File: config.mk
export PLATFORM = sky130hd
export DESIGN_NAME = ps2_kbd_rx
export DESIGN_NICKNAME = d
export VERILOG_FILES = /design/src/rtl/ps2_kbd_rx.sv
export SDC_FILE = /design/constraint.sdc
export NUM_CORES = 1
export LEC_CHECK = 0
export BUFFER_PORTS_ARGS = -buffer_cell sky130_fd_sc_hd__buf_2
export CAP_MARGIN = 20
export CORE_MARGIN = 3
export CORE_UTILIZATION = 53
export CTS_CLUSTER_DIAMETER = 60
export DETAILED_ROUTE_END_ITERATION = 7
export PLACE_DENSITY = 0.74
export SYNTH_ARGS = -nofsm -noshare
export SYNTH_HDL_FRONTEND = slang
export SYNTH_SLANG_ARGS = --single-unit
File: constraint.sdc
create_clock -name clk_sys -period 1.8 [get_ports clk_sys]
set_input_delay 0 -clock clk_sys [delete_from_list [all_inputs] [get_ports clk_sys]]
set_output_delay 0 -clock clk_sys [all_outputs]
set_load 0.1 [all_outputs]
File: src/rtl/ps2_kbd_rx.sv
// ps2_kbd_rx: PS/2 keyboard receiver and scan-code set 2 decoder.
//
// Conditions the asynchronous open-collector PS/2 clock/data pair (2-FF
// synchronizer plus glitch filter), deframes 11-bit device-to-host frames
// (start, 8 data LSB first, odd parity, stop) and folds E0/F0 prefixes into
// an 11-bit key word.
//
// Parameters:
//   FILTER_LEN  - consecutive identical samples before a filtered line changes
//   TIMEOUT_CYC - clk_sys cycles without a clock fall before a frame aborts
//
// Ports:
//   clk_sys    in   system clock
//   reset      in   asynchronous active-high reset
//   ps2_clk    in   PS/2 clock line (async, idle high)
//   ps2_data   in   PS/2 data line (async, idle high)
//   byte_data  out  [7:0] last correctly received raw byte
//   byte_valid out  one-cycle pulse when byte_data updates
//   frame_err  out  one-cycle pulse on parity, stop-bit or timeout error
//   busy       out  high while a frame is in progress
//   ps2_key    out  [10] toggle per event, [9] pressed, [8] extended, [7:0] code
//   err_count  out  [7:0] saturating frame error count
//                   (only when PS2_KBD_RX_ERRCNT_EN is defined)
module ps2_kbd_rx #(
    parameter int FILTER_LEN  = 4,
    parameter int TIMEOUT_CYC = 32000
) (
    input  logic        clk_sys,
    input  logic        reset,
    input  logic        ps2_clk,
    input  logic        ps2_data,
    output logic [7:0]  byte_data,
    output logic        byte_valid,
    output logic        frame_err,
    output logic        busy,
    output logic [10:0] ps2_key
`ifdef PS2_KBD_RX_ERRCNT_EN
    ,
    output logic [7:0]  err_count
`endif
);

    localparam int FW = $clog2(FILTER_LEN + 1);
    localparam int TW = $clog2(TIMEOUT_CYC + 1);

    typedef enum logic [1:0] {S_IDLE, S_DATA, S_PARITY, S_STOP} state_t;

    // ------------------------------------------------------------------
    // Input conditioning
    // ------------------------------------------------------------------
    logic [1:0]    r_clk_sync;
    logic [1:0]    r_data_sync;
    logic          r_clk_filt;
    logic          r_data_filt;
    logic [FW-1:0] r_clk_cnt;
    logic [FW-1:0] r_data_cnt;
    logic          r_clk_prev;
    logic          w_fall;

    // NOTE: synchronizers and filters reset to 1 (the idle line level) so
    // leaving reset never looks like a clock falling edge.
    always_ff @(posedge clk_sys or posedge reset) begin
        if (reset) begin
            r_clk_sync  <= 2'b11;
            r_data_sync <= 2'b11;
            r_clk_filt  <= 1'b1;
            r_data_filt <= 1'b1;
            r_clk_cnt   <= '0;
            r_data_cnt  <= '0;
            r_clk_prev  <= 1'b1;
        end else begin
            r_clk_sync  <= {r_clk_sync[0], ps2_clk};
            r_data_sync <= {r_data_sync[0], ps2_data};
            r_clk_prev  <= r_clk_filt;

            // Filter: count consecutive samples that disagree with the
            // filtered value; any agreeing sample restarts the count.
            if (r_clk_sync[1] == r_clk_filt) begin
                r_clk_cnt <= '0;
            end else if (r_clk_cnt == FW'(FILTER_LEN - 1)) begin
                r_clk_filt <= r_clk_sync[1];
                r_clk_cnt  <= '0;
            end else begin
                r_clk_cnt <= r_clk_cnt + 1'b1;
            end

            if (r_data_sync[1] == r_data_filt) begin
                r_data_cnt <= '0;
            end else if (r_data_cnt == FW'(FILTER_LEN - 1)) begin
                r_data_filt <= r_data_sync[1];
                r_data_cnt  <= '0;
            end else begin
                r_data_cnt <= r_data_cnt + 1'b1;
            end
        end
    end

    assign w_fall = r_clk_prev & ~r_clk_filt;

    // ------------------------------------------------------------------
    // Frame FSM, timeout and decoder
    // ------------------------------------------------------------------
    state_t        r_state;
    logic          r_busy;
    logic [2:0]    r_bit_cnt;
    logic [7:0]    r_shift;
    logic          r_par;
    logic          r_par_ok;
    logic [TW-1:0] r_to_cnt;
    logic [7:0]    r_byte;
    logic          r_valid;
    logic          r_err;
    logic          r_ext;
    logic          r_rel;
    logic [10:0]   r_key;

    always_ff @(posedge clk_sys or posedge reset) begin
        if (reset) begin
            r_state   <= S_IDLE;
            r_busy    <= 1'b0;
            r_bit_cnt <= '0;
            r_shift   <= '0;
            r_par     <= 1'b0;
            r_par_ok  <= 1'b0;
            r_to_cnt  <= '0;
            r_byte    <= '0;
            r_valid   <= 1'b0;
            r_err     <= 1'b0;
            r_ext     <= 1'b0;
            r_rel     <= 1'b0;
            r_key     <= '0;
        end else begin
            // NOTE: pulses default low here and are raised below; with
            // non-blocking assignments the later assignment wins.
            r_valid <= 1'b0;
            r_err   <= 1'b0;

            if (w_fall) begin
                r_to_cnt <= '0;
                case (r_state)
                    S_IDLE: begin
                        if (!r_data_filt) begin
                            r_state   <= S_DATA;
                            r_busy    <= 1'b1;
                            r_bit_cnt <= '0;
                            r_par     <= 1'b0;
                        end
                    end
                    S_DATA: begin
                        r_shift <= {r_data_filt, r_shift[7:1]};
                        r_par   <= r_par ^ r_data_filt;
                        if (r_bit_cnt == 3'd7) begin
                            r_state <= S_PARITY;
                        end else begin
                            r_bit_cnt <= r_bit_cnt + 1'b1;
                        end
                    end
                    S_PARITY: begin
                        // Odd parity: data bits plus parity bit hold an odd count of ones.
                        r_par_ok <= r_par ^ r_data_filt;
                        r_state  <= S_STOP;
                    end
                    S_STOP: begin
                        r_state <= S_IDLE;
                        r_busy  <= 1'b0;
                        if (r_data_filt && r_par_ok) begin
                            r_byte  <= r_shift;
                            r_valid <= 1'b1;
                            case (r_shift)
                                8'hE0: r_ext <= 1'b1;
                                8'hF0: r_rel <= 1'b1;
                                8'hE1: ;  // pause prefix: leave flags and key alone
                                8'hFA, 8'hAA, 8'hEE, 8'hFE, 8'h00, 8'hFF: begin
                                    r_ext <= 1'b0;
                                    r_rel <= 1'b0;
                                end
                                default: begin
                                    r_key <= {~r_key[10], ~r_rel, r_ext, r_shift};
                                    r_ext <= 1'b0;
                                    r_rel <= 1'b0;
                                end
                            endcase
                        end else begin
                            r_err <= 1'b1;
                            r_ext <= 1'b0;
                            r_rel <= 1'b0;
                        end
                    end
                    default: r_state <= S_IDLE;
                endcase
            end else if (r_state != S_IDLE) begin
                if (r_to_cnt == TW'(TIMEOUT_CYC - 1)) begin
                    r_state  <= S_IDLE;
                    r_busy   <= 1'b0;
                    r_to_cnt <= '0;
                    r_err    <= 1'b1;
                    r_ext    <= 1'b0;
                    r_rel    <= 1'b0;
                end else begin
                    r_to_cnt <= r_to_cnt + 1'b1;
                end
            end
        end
    end

    assign byte_data  = r_byte;
    assign byte_valid = r_valid;
    assign frame_err  = r_err;
    assign busy       = r_busy;
    assign ps2_key    = r_key;

`ifdef PS2_KBD_RX_ERRCNT_EN
    logic [7:0] r_err_count;

    always_ff @(posedge clk_sys or posedge reset) begin
        if (reset) begin
            r_err_count <= '0;
        end else if (r_err && (r_err_count != 8'hFF)) begin
            r_err_count <= r_err_count + 1'b1;
        end
    end

    assign err_count = r_err_count;
`endif

endmodule
---- After elaboration in Yosys (flattened, before gate mapping) ----
Index checks and enable logic that the tools add are counted.
word-level totals
  register bits after elaboration ......... 67
  bits of input ports ..................... 4
  output and inout bits ................... 22
  word-level logic and storage cells ...... 118
cells by class
  $add $sub $neg .......................... 4
  equal/unequal tests ..................... 25
  multiplexer cells ....................... 39
  bitwise gates (word level) .............. 8
  reduce and logical (&&, ||, !) cells .... 22
operators by type and width
  kind                                                                   count
  8-bit equality test, second input constant                             8
  15-bit two-way mux                                                     3
  4-bit AND reduction                                                    6
  1-bit two-way mux                                                      19
  3-bit two-way mux                                                      6
  15-bit by 1-bit adder with 15-bit output, second input constant        1
  15-bit equality test, second input constant                            1
  3-bit != test, second input constant                                   4
  2-bit two-way mux                                                      5
  3-bit by 1-bit adder with 3-bit output, second input constant          3
  9-bit OR reduction                                                     1
  8-bit zero test                                                        1
  1-bit one-hot mux with 2 select lines                                  4
  2-bit one-hot mux with 4 select lines                                  1
  2-bit AND reduction                                                    4
  2-bit nonzero test                                                     4
  3-bit by 2-bit equality test with 1-bit output, second input constant  2
  1-bit NOT                                                              6
  3-bit one-hot mux with 2 select lines                                  1
  3-bit AND reduction                                                    2
  2-bit equality test, second input constant                             2
  2-bit != test, second input constant                                   2
  2-bit OR reduction                                                     2
  3-bit equality test, second input constant                             1
  other kinds (8)                                                        9

---- Logic depth before layout (Yosys ltp) ----
Gate-level depths: netlist of run 1.
  depth after elaboration ................. 6
  depth in mapped cells ................... 8
  depth with buffers taken out ............ 7

---- Least setup slack after synthesis of run 1 ----
OpenSTA, ideal clock, no wires.
  kind .................................... reg-to-reg
  start point ............................. register r_shift[0]
  end point ............................... register r_key[0] (netlist: ps2_key[0])
  setup time .............................. 126 ps
  data arrival time ....................... 1611 ps
  data required time ...................... 1674 ps
  slack ................................... 63 ps
  cell stages (with the launch flop) ...... 7
  buffers on the path ..................... 1
  clock period less this slack ............ 1737 ps
  path through ............................ dfrtp_1 > buf_6 > nor4_1 > o21ai_0 > o31a_1 > o211ai_4 > mux2_2
between the ends
  word-level cells in the longest chain between the ends .. 4
  elaborated cells between the ends (all ways) .. 12
  classes of those cells .................. 8 x eq/ne; 1 x bitwise; 3 x reduce/logical
RTL lines
  element                                                 RTL line  source
  start, declared                                         106       logic [7:0] r_shift;
  start signal, assigned                                  150       r_shift <= {r_data_filt, r_shift[7:1]};
  8-bit equality test or 8-bit zero test (tied branches)  169       case (r_shift)
  9-bit OR reduction (no source line)                     n/a
  1-bit NOT (no source line)                              n/a
  4-bit AND reduction (no source line)                    n/a
  end signal, assigned                                    178       r_key <= {~r_key[10], ~r_rel, r_ext, r_shift};
  end, declared                                           115       logic [10:0] r_key;
Several ways; a longest one is shown, not always the timed one.
A chain may end at the register's enable or synchronous reset.

---- Worst setup path in the final report of run 1 ----
  start point ............................. register r_shift[5]
  end point ............................... register r_key[6] (netlist: ps2_key[6])
between the ends
  word-level cells in the longest chain between the ends .. 4
  elaborated cells between the ends (all ways) .. 12
  classes of those cells .................. 8 x eq/ne; 1 x bitwise; 3 x reduce/logical
RTL lines
  element                                                 RTL line
  8-bit equality test or 8-bit zero test (tied branches)  169
  9-bit OR reduction (no source line) *                   n/a
  1-bit NOT (no source line) *                            n/a
  4-bit AND reduction (no source line) *                  n/a
Every way passes the cells marked *; elsewhere a longest branch is shown, timed or not.

==> key figures, run 1 <==
Synth
  – Synth warn: 0
  – EDFF count, synth: 0
  – Top cell type's share of synthesized area: 0.497
  – Area leader, netlist: dfrtp_1
  – Synth cell types: 43
  – Syn Area/Cell: approximately 12 µm²
  – Post-synth net total: about 280
  – Count leader, synth: dfrtp_1
  – Synth top cells by count: dfrtp_1, mux2_2, nand2_1, nor2_1, nand3_1
  – Ys flop type: dfrtp_1
  – Ys async rst share: 1.00
  – Main area contributors after synthesis: dfrtp_1, mux2_2, dfstp_2, ha_1, nand2_1
  – Mapped Cells: approximately 260
  – Synth Register Bits: 67
  – Register area share after synthesis: 0.558
  – Mapped cell area: just over 3000 µm²

Clock network
  – CTS clk-pin slew, worst paths: ~70 ps
  – Clk Latency, worst-skew pair: around 340 ps
  – Root Driver: clkbuf_8
  – Htree depth: 3
  – Worst-case clock buffer depth: 2
  – CTS tree: yes
  – CTS Buf Count: 9
  – Clk sink count: 67

Place
  – DP Worst Slack: -136 ps
  – Routability congestion estimate: 0.828
  – IO buf count: 25
  – Dpl hpwl: ~4200 µm

Worst setup path
  – Number of cells on the critical path: 6
  – CP peak stage delay: between 400 and 500 ps
  – Critical Path RT: 2030 ps
  – CP bufs+invs: 1
  – Worst r2r path cells: 6
  – Crit. End Element: register
  – Startpoint types: register
  – Worst path top cell family by delay: compound AO/OA/AOI/OAI gates
  – CP Max Fanout: 10
  – Worst Path Class, Setup: reg -> reg
  – CP Cell Sequence: nor4_4 > o21ai_1 > o31a_1 > o211ai_4 > buf_12 > mux2_2
  – Worst EP arrival: between 2000 and 2500 ps
  – Crit path max-delay cell type: dfrtp_2

Drt
  – WL final: 6160 µm
  – DR iter-0 viols: 72
  – Met2 wire length: about 3000 µm
  – Wire length on met1: 2800 µm
  – ANT nets after route: 0
  – Routed vias/inst: roughly 5.4
  – Top sig layer: met4
  – Drt wl/cell: 15.2 µm
  – Vias: ~2200
  – Initial DRT Pass Iterations: 4
  – Met3 WL post-DR: 257 µm
  – DRC viols: 0

Timing
  – Hold Fails Final Rpt: 0
  – Period utilization: 1.00
  – Skew final: 5.48 ps
  – Final critical-path required period: 1810 ps
  – PnR worst setup slack: -5.69 ps
  – Least-Margin Pin Slew: between 400 and 500 ps
  – Final setup violation count: 3
  – Hold WS: around 270 ps
  – RSZ-0062 raised after global routing: yes
  – Max Freq: between 0.5 and 0.6 GHz
  – Final Max Tran Viols: 0
  – Slew headroom: 0.672

Die
  – Core footprint: around 5300 µm²
  – Die height: between 80 and 90 µm
  – Io pins: 26
  – Die Area: 6640 µm²
  – FP Rows: 26
  – Chip Width: 81.5 µm
  – Starting Density: 0.569

GRT
  – First-pass GRT wire length: between 10000 and 15000 µm
  – Pin count of the biggest net entering global routing: 68
  – Antenna violations before repair: 0
  – Remaining Overflow, GRT: 0
  – GRT Total Usage: 0.208
  – Vias in the first global route: around 2300

Power
  – Static Leakage: 1.88 nW
  – Cell Pwr Density: about 1400 nW/µm²
  – Peak VDD IR: around 0.00094 V

Layout
  – Antenna diode count: 0
  – Fillers: a little under 400
  – Ratio of cells with drive above 1 in the final layout: 0.387
  – Final nets: about 340
  – Layout area overhead: 25.5%

Worst hold path
  – HP Class: in -> async

Status
  – Outcome: complete, but fails checks
  – Failing checks: setup timing

Job
  – Max_cap viols: 0
==> layout by cell type (no fill, tap or decap), types with 6 or more instances in the layout <==
cell type  instances
mux2_2            24
nand3_1           13
xor2_1             7
dfstp_2            7
buf_2             25
nand2_1           23
xnor2_1            9
ha_1               6
clkbuf_8          10
o21ai_0            9
dfrtp_1           59
a21oi_1           11
buf_4             37
inv_1              6
nor2_1            16
==> per-layer routing <==
| metal | GRT usage | up-vias |
|---|---|---|
| met1 | 0.269 | 1073 |
| met4 | 0.0946 | 0 |
| met3 | 0.0559 | 10 |
| met5 | 0 | - |
| met2 | 0.327 | 51 |
| li1 | - | 1062 |
==> cells by family (layout without fill, tap and decap cells) <==
kind of cell	after synthesis	in the layout	synth area share
AOI/OAI and AO/OA	38	38	0.0833
xor gates and xnor gates	16	16	0.0464
adders and majority gates	9	9	0.0373
buffers and inverters	17	91	0.0249
DFF	67	67	0.558
muxes	27	27	0.0995
and+or+nand+nor	88	88	0.150
==> state kept, by name (all words and copies together) (netlist names), 2 cells and up <==
| register | cells |
|---|---|
| r_clk_sync | 2 |
| r_data_cnt | 3 |
| r_data_sync | 2 |
| r_bit_cnt | 3 |
| r_to_cnt | 15 |
| ps2_key | 11 |
| byte_data | 8 |
| r_shift | 8 |
| r_state | 2 |
| r_clk_cnt | 3 |
==> through the flow <==
step | instance area, µm² | total power, W | utilization | TNS (ps) | std cells
3_5_place_dp | 3460 | 0.00387 | 0.653 | -1020 | 381
4_1_cts | 3720 | 0.00508 | 0.702 | 0 | 404
3_3_place_gp | 3460 | 0.00379 | 0.653 | 0 | 381
6_report | 3790 | 0.00518 | 0.714 | -9.89 | 406
2_1_floorplan | 3020 | 0.00322 | - | 0 | 262
5_1_grt | 3790 | 0.00551 | 0.714 | -400 | 406
==> layout make-up <==
class                   instances  area [µm²]  area share
clock buffers                  10         138      0.0363
clock inverters                 6        41.3      0.0109
inverters                       7        26.3     0.00694
multi-input cells             178        1320       0.347
flip-flops and latches         67        1690       0.445
well taps                      70        87.6      0.0231
repair buffers                 68         493       0.130
==> final timing paths <==
path	from	end	slack (ps)
setup / recovery	r_shift[5]	ps2_key[6]	-6
hold / removal	reset	r_clk_cnt[2]	270
setup reg to reg	r_shift[5]	ps2_key[6]	-6
hold reg to reg	r_clk_sync[0]	r_clk_sync[1]	360
max in group asynchronous	reset	r_clk_sync[1]	1190
min in group clk_sys	ps2_clk	r_clk_sync[0]	300
==> worst register-to-register path: stages, from the launching register on <==
cell and delay (ps):
dfrtp_2 450, nor4_4 280, o21ai_1 100, o31a_1 160
o211ai_4 210, buf_12 150, mux2_2 340
==> what timing repair did <==
action	CTS	global route
endpoints found under the setup margin	8	28
pin swaps	1	1
hold buffers	3	0
endpoints found under the hold margin	62	0
gates resized for setup	2	14
setup buffers	4	2
==> power by group <==
part / internal [W] / leakage, nW / total, W / switching (W)
clock: 0.000533 / 0.0843 / 0.00111 / 0.000579
sequential: 0.00179 / 0.888 / 0.00201 / 0.000225
combinational: 0.000874 / 0.909 / 0.00205 / 0.00118
total: 0.00320 / 1.88 / 0.00518 / 0.00198
(Power assumes the default switching activity.)
==> run 2, diff against run 1 <==
Settings changed: CORE_MARGIN 3 to 5, SKIP_CTS_REPAIR_TIMING set to 1.
==> run 2 against run 1 <==
The run now ends clean. Clock skew up 2.1 ps. Via count down 1.5%. Critical path depth unchanged. Routed wire length down 2.2%. Global-route usage down 2.8 points. Critical endpoint is now ps2_key[0]. Largest cell class unchanged. Largest power group is now sequential cells.
==> key figures, run 2 (same netlist as run 1, synthesis figures left out) <==
Power
  – Static Leakage: 1.86 nW (was 1.88 nW)
  – Overall power: 0.00510 W (was 0.00518 W)
  – Peak VDD IR: 0.000689 V (was 0.000942 V)
  – Cell Pwr Density: 1360 nW/µm² (was 1370 nW/µm²)

Layout
  – Reg area: 1690 µm² (about the same)
  – Largest Register: r_to_cnt (unchanged)
  – Final nets: 337 (was 344)
  – Fillers: 414 (was 391)
  – Largest register FFs: 15 (unchanged)
  – Multi-input gate area: 1300 µm² (was 1320 µm²)
  – Commonest non-fill, non-tap cell in the layout: dfrtp_1 (unchanged)
  – Ratio of cells with drive above 1 in the final layout: 0.359 (was 0.387)
  – Most frequent cells in the layout: dfrtp_1, buf_4, buf_2 (unchanged)
  – Finished Core Util: 0.679 (was 0.714)
  – Layout area overhead: 23.8% (was 25.5%)
  – Antenna diode count: 0 (unchanged)
  – Cell Count, Final, Fillers Out: 401 (was 406)

Timing
  – Slew headroom: 0.637 (was 0.672)
  – Final Max Tran Viols: 0 (unchanged)
  – Hold Fails Final Rpt: 0 (unchanged)
  – Final critical-path required period: 1800 ps (was 1810 ps)
  – Hold WS: 250 ps (was 267 ps)
  – Period utilization: 0.998 (was 1.00)
  – Skew final: 7.58 ps (was 5.48 ps)
  – PnR worst setup slack: 3.17 ps (was -5.69 ps)
  – Max Freq: 0.557 GHz (was 0.554 GHz)
  – RSZ-0062 raised after global routing: yes (unchanged)
  – Least-Margin Pin Slew: 543 ps (was 495 ps)
  – Final setup violation count: 0 (was 3)

Die
  – Core footprint: 5510 µm² (was 5300 µm²)
  – Die Area: 7310 µm² (was 6640 µm²)
  – Die height: 85.5 µm (was 81.5 µm)
  – Io pins: 26 (unchanged)
  – Chip Width: 85.5 µm (was 81.5 µm)
  – FP Rows: 27 (was 26)
  – Starting Density: 0.548 (was 0.569)

Worst setup path
  – Critical Path RT: 2020 ps (was 2030 ps)
  – CP Max Fanout: 9 (was 10)
  – Worst Path Class, Setup: reg -> reg (unchanged)
  – Worst EP arrival: 2020 ps (was 2030 ps)
  – Worst r2r path cells: 6 (unchanged)
  – Crit path max-delay cell type: dfrtp_1 (was dfrtp_2)
  – R2r setup slk: 3 ps (was -6 ps)
  – R2r startpoint: r_shift[5] (unchanged)
  – Startpoint types: register (unchanged)
  – Crit. End Element: register (unchanged)
  – CP peak stage delay: 430 ps (was 450 ps)
  – Worst Setup SP: r_shift[5] (unchanged)
  – FF-to-FF End: ps2_key[0] (was ps2_key[6])
  – CP Cell Sequence: nor4_2 > o21ai_1 > o31a_1 > o211ai_4 > buf_12 > mux2_2 (was nor4_4 > o21ai_1 > o31a_1 > o211ai_4 > buf_12 > mux2_2)

GRT
  – First-pass GRT wire length: 10300 µm (was 10500 µm)
  – GRT Total Usage: 0.179 (was 0.208)
  – Vias in the first global route: 2207 (was 2293)
  – Antenna violations before repair: 0 (unchanged)
  – Remaining Overflow, GRT: 0 (unchanged)
  – Pin count of the biggest net entering global routing: 27 (was 68)

Place
  – Routability congestion estimate: 0.834 (was 0.828)
  – Dpl hpwl: 4300 µm (was 4160 µm)
  – IO buf count: 25 (unchanged)
  – DP Worst Slack: -6.79 ps (was -136 ps)
  – Placed cells: 380 (was 381)

Clock network
  – Worst-case clock buffer depth: 2 (unchanged)
  – Clk sink count: 67 (unchanged)
  – Htree depth: 3 (unchanged)
  – CTS Buf Count: 9 (unchanged)
  – CTS tree: yes (unchanged)
  – CTS clk-pin slew, worst paths: 70 ps (about the same)
  – Clk Latency, worst-skew pair: 340 ps (about the same)
  – Root Driver: clkbuf_8 (unchanged)

Status
  – Outcome: finished, final reports clean (was complete, but fails checks)

Drt
  – Initial DRT Pass Iterations: 6 (was 4)
  – DR iter-0 viols: 85 (was 72)
  – Drt wl/cell: 15.0 µm (was 15.2 µm)
  – DRC viols: 0 (unchanged)
  – Routed vias/inst: 5.39 (was 5.41)
  – Vias: 2163 (was 2196)
  – ANT nets after route: 0 (unchanged)
  – WL final: 6020 µm (was 6160 µm)

Job
  – Max_cap viols: 0 (unchanged)

Worst hold path
  – HP Class: in -> async (unchanged)
[run 2: how the worst max path moves through the flow]
stage and endpoint:
6_report ps2_key[0], 5_1_grt ps2_key[5], 4_1_cts r_bit_cnt[0], 3_5_place_dp r_bit_cnt[0]
3_3_place_gp ps2_key[8], 2_1_floorplan ps2_key[0]
[run 2: metal layers]
metal  track usage  vias to the layer above  wire [µm]
li1              -                     1047          -
met1         0.231                     1091       2850
met2         0.282                       19       2930
met3        0.0534                        6        177
met4        0.0748                        0         60
met5             0                        -          0
[run 2: report_power, final]
| group | internal [W] | switching [W] |
|---|---|---|
| registers | 0.00179 | 0.000224 |
| logic | 0.000731 | 0.00111 |
| clock network | 0.000715 | 0.000530 |
| total | 0.00324 | 0.00186 |
[run 2: area by class of cell]
class,instances,area share
Inverter,7,0.00703
Clock inverter,2,0.00937
Sequential cell,67,0.451
Multi-Input combinational cell,178,0.347
Timing Repair Buffer,61,0.118
Tap cell,72,0.0241
Clock buffer,14,0.0435
[run 2: worst max-delay path, delay by kind of cell, from the launching register on]
family / cells / cell delay (ps)
mux: 1 / 330
simple gates: 1 / 290
flops: 1 / 430
compound gates: 3 / 470
buf+inv: 1 / 160
[run 2: per-stage QoR]
step	cell area (µm²)	TNS, ps
finish	3740	0
floorplan	3020	0
global placement	3440	0
detailed placement	3440	-6.80
global route	3740	-505
CTS	3640	-69.7
==> run 3, diff against run 2 <==
Settings changed: SETUP_SLACK_MARGIN set to 0.1.
==> run 3 against run 2 <==
Die area is the same. Combinational power is 12% higher. Critical path depth stayed put. Design area rose by 3.4%. Cell count increased by 2.0%. Routed wire length shrank 4.0%. Setup slack gained 51 ps. Clock power barely moved. Power is 3.8% higher. Utilization is 2.3 points higher. Flip-flop and latch count did not move. Critical path type unchanged.
==> key figures, run 3 (same netlist as run 1, synthesis figures left out) <==
Drt
  – Routed vias/inst: 5.25 (was 5.39)
  – DRC viols: 0 (unchanged)
  – DR iter-0 viols: 92 (was 85)
  – Vias: 2148 (was 2163)
  – ANT nets after route: 0 (unchanged)
  – Initial DRT Pass Iterations: 4 (was 6)
  – WL final: 5780 µm (was 6020 µm)
  – Drt wl/cell: 14.1 µm (was 15.0 µm)

Worst setup path
  – R2r startpoint: r_shift[5] (unchanged)
  – Worst Setup SP: r_shift[5] (unchanged)
  – Crit. End Element: register (unchanged)
  – CP Max Fanout: 10 (was 9)
  – R2r setup slk: 50 ps (was 3 ps)
  – Worst r2r path cells: 6 (unchanged)
  – FF-to-FF End: ps2_key[1] (was ps2_key[0])
  – Worst Path Class, Setup: reg -> reg (unchanged)
  – CP peak stage delay: 450 ps (was 430 ps)
  – Setup crit end: ps2_key[1] (was ps2_key[0])
  – Worst EP arrival: 1960 ps (was 2020 ps)
  – Startpoint types: register (unchanged)
  – CP Cell Sequence: nor4_2 > o21ai_1 > o31a_1 > o211ai_4 > buf_12 > mux2_2 (unchanged)
  – Crit path max-delay cell type: dfrtp_2 (was dfrtp_1)
  – Critical Path RT: 2020 ps (about the same)

Timing
  – Least-Margin Pin Slew: 492 ps (was 543 ps)
  – RSZ-0062 raised after global routing: yes (unchanged)
  – Hold WS: 285 ps (was 250 ps)
  – Final critical-path required period: 1750 ps (was 1800 ps)
  – Hold Fails Final Rpt: 0 (unchanged)
  – PnR worst setup slack: 54.0 ps (was 3.17 ps)
  – Final Max Tran Viols: 0 (unchanged)
  – Final setup violation count: 0 (unchanged)
  – Skew final: 10.0 ps (was 7.58 ps)
  – Period utilization: 0.970 (was 0.998)
  – Max Freq: 0.573 GHz (was 0.557 GHz)
  – Slew headroom: 0.674 (was 0.637)

Place
  – DP Worst Slack: -57.7 ps (was -6.79 ps)
  – Routability congestion estimate: 0.757 (was 0.834)
  – Placement-stage cell area: 3460 µm² (was 3440 µm²)
  – IO buf count: 25 (unchanged)
  – Dpl hpwl: 3740 µm (was 4300 µm)

Layout
  – Largest register FFs: 15 (unchanged)
  – Commonest non-fill, non-tap cell in the layout: dfrtp_1 (unchanged)
  – Final Cell Area: 3860 µm² (was 3740 µm²)
  – Largest Register: r_to_cnt (unchanged)
  – Final nets: 345 (was 337)
  – Layout area overhead: 28.0% (was 23.8%)
  – Finished Core Util: 0.702 (was 0.679)
  – Ratio of cells with drive above 1 in the final layout: 0.424 (was 0.359)
  – Antenna diode count: 0 (unchanged)
  – Most frequent cells in the layout: dfrtp_1, buf_4, buf_2 (unchanged)

Die
  – Die height: 85.5 µm (unchanged)
  – Starting Density: 0.548 (unchanged)
  – Io pins: 26 (unchanged)
  – Chip Width: 85.5 µm (unchanged)
  – Core footprint: 5510 µm² (unchanged)
  – Die Area: 7310 µm² (unchanged)
  – FP Rows: 27 (unchanged)

Power
  – Peak VDD IR: 0.000819 V (was 0.000689 V)
  – Cell Pwr Density: 1370 nW/µm² (was 1360 nW/µm²)
  – Overall power: 0.00529 W (was 0.00510 W)
  – Static Leakage: 1.90 nW (was 1.86 nW)

Worst hold path
  – HP Class: in -> async (unchanged)

GRT
  – Met1 usage: 0.222 (was 0.231)
  – Pin count of the biggest net entering global routing: 68 (was 27)
  – First-pass GRT wire length: 9740 µm (was 10300 µm)
  – Remaining Overflow, GRT: 0 (unchanged)
  – Vias in the first global route: 2151 (was 2207)
  – GRT Total Usage: 0.166 (was 0.179)
  – Antenna violations before repair: 0 (unchanged)
  – GR Util met3: 0.0369 (was 0.0534)
  – GR Util met2: 0.259 (was 0.282)
  – Busiest grt layer: met2 (unchanged)

Clock network
  – CTS Buf Count: 9 (unchanged)
  – Root Driver: clkbuf_8 (unchanged)
  – Clk Latency, worst-skew pair: 340 ps (about the same)
  – Clk sink count: 67 (unchanged)
  – Htree depth: 3 (unchanged)
  – CTS clk-pin slew, worst paths: 70 ps (about the same)
  – Worst-case clock buffer depth: 2 (unchanged)
  – CTS tree: yes (unchanged)

Status
  – Outcome: finished, final reports clean (unchanged)

Job
  – Max_cap viols: 0 (unchanged)
-- run 3: cell count changes in the layout (fill, tap and decap cells not counted), sizes merged --
| cell | change |
|---|---|
| clkinvlp | +1 |
| clkbuf | -3 |
| clkinv | +2 |
| buf | +8 |
-- run 3: worst min-delay path by stage --
stage,cells past startpoint,start,endpoint
global route,2,ps2_clk,r_clk_sync[0]
floorplan,0,ps2_clk,r_clk_sync[0]
finish,4,reset,byte_data[6]
detailed placement,3,reset,byte_data[6]
global placement,3,reset,byte_valid
CTS,3,reset,r_bit_cnt[0]
-- run 3: critical path: cells and delay by family, from the launching register on --
family                 cells  cell delay, ps
AOI/OAI and AO/OA          3             450
buffers and inverters      1             160
DFF                        1             450
muxes                      1             330
and+or+nand+nor            1             260
-- run 3: power by group --
part | switching [W] | internal (W) | total, W
registers | 0.000211 | 0.00179 | 0.00200
clock network | 0.000549 | 0.000670 | 0.00122
logic | 0.00119 | 0.000877 | 0.00207
total | 0.00195 | 0.00334 | 0.00529
-- run 3: through the flow --
stage               cells  setup TNS, ps
detailed placement    382           -429
global route          409          -95.5
finish                409              0
global placement      382              0
CTS                   398           -576
floorplan             262              0
-- run 3: layer usage --
layer,up-vias,part of all wire
met5,-,0
met4,0,0.019
met3,11,0.025
met2,25,0.48
met1,1051,0.48
li1,1061,-
-- run 3: final cells by class --
class                      count  area, µm²
sequential                    67       1690
tap                           72       90.1
inverter                       7       26.3
timing repair buffer          69        502
multi-input combinational    178       1360
clock buffer                  11        141
fill                         387       1640
clock inverter                 5       52.6
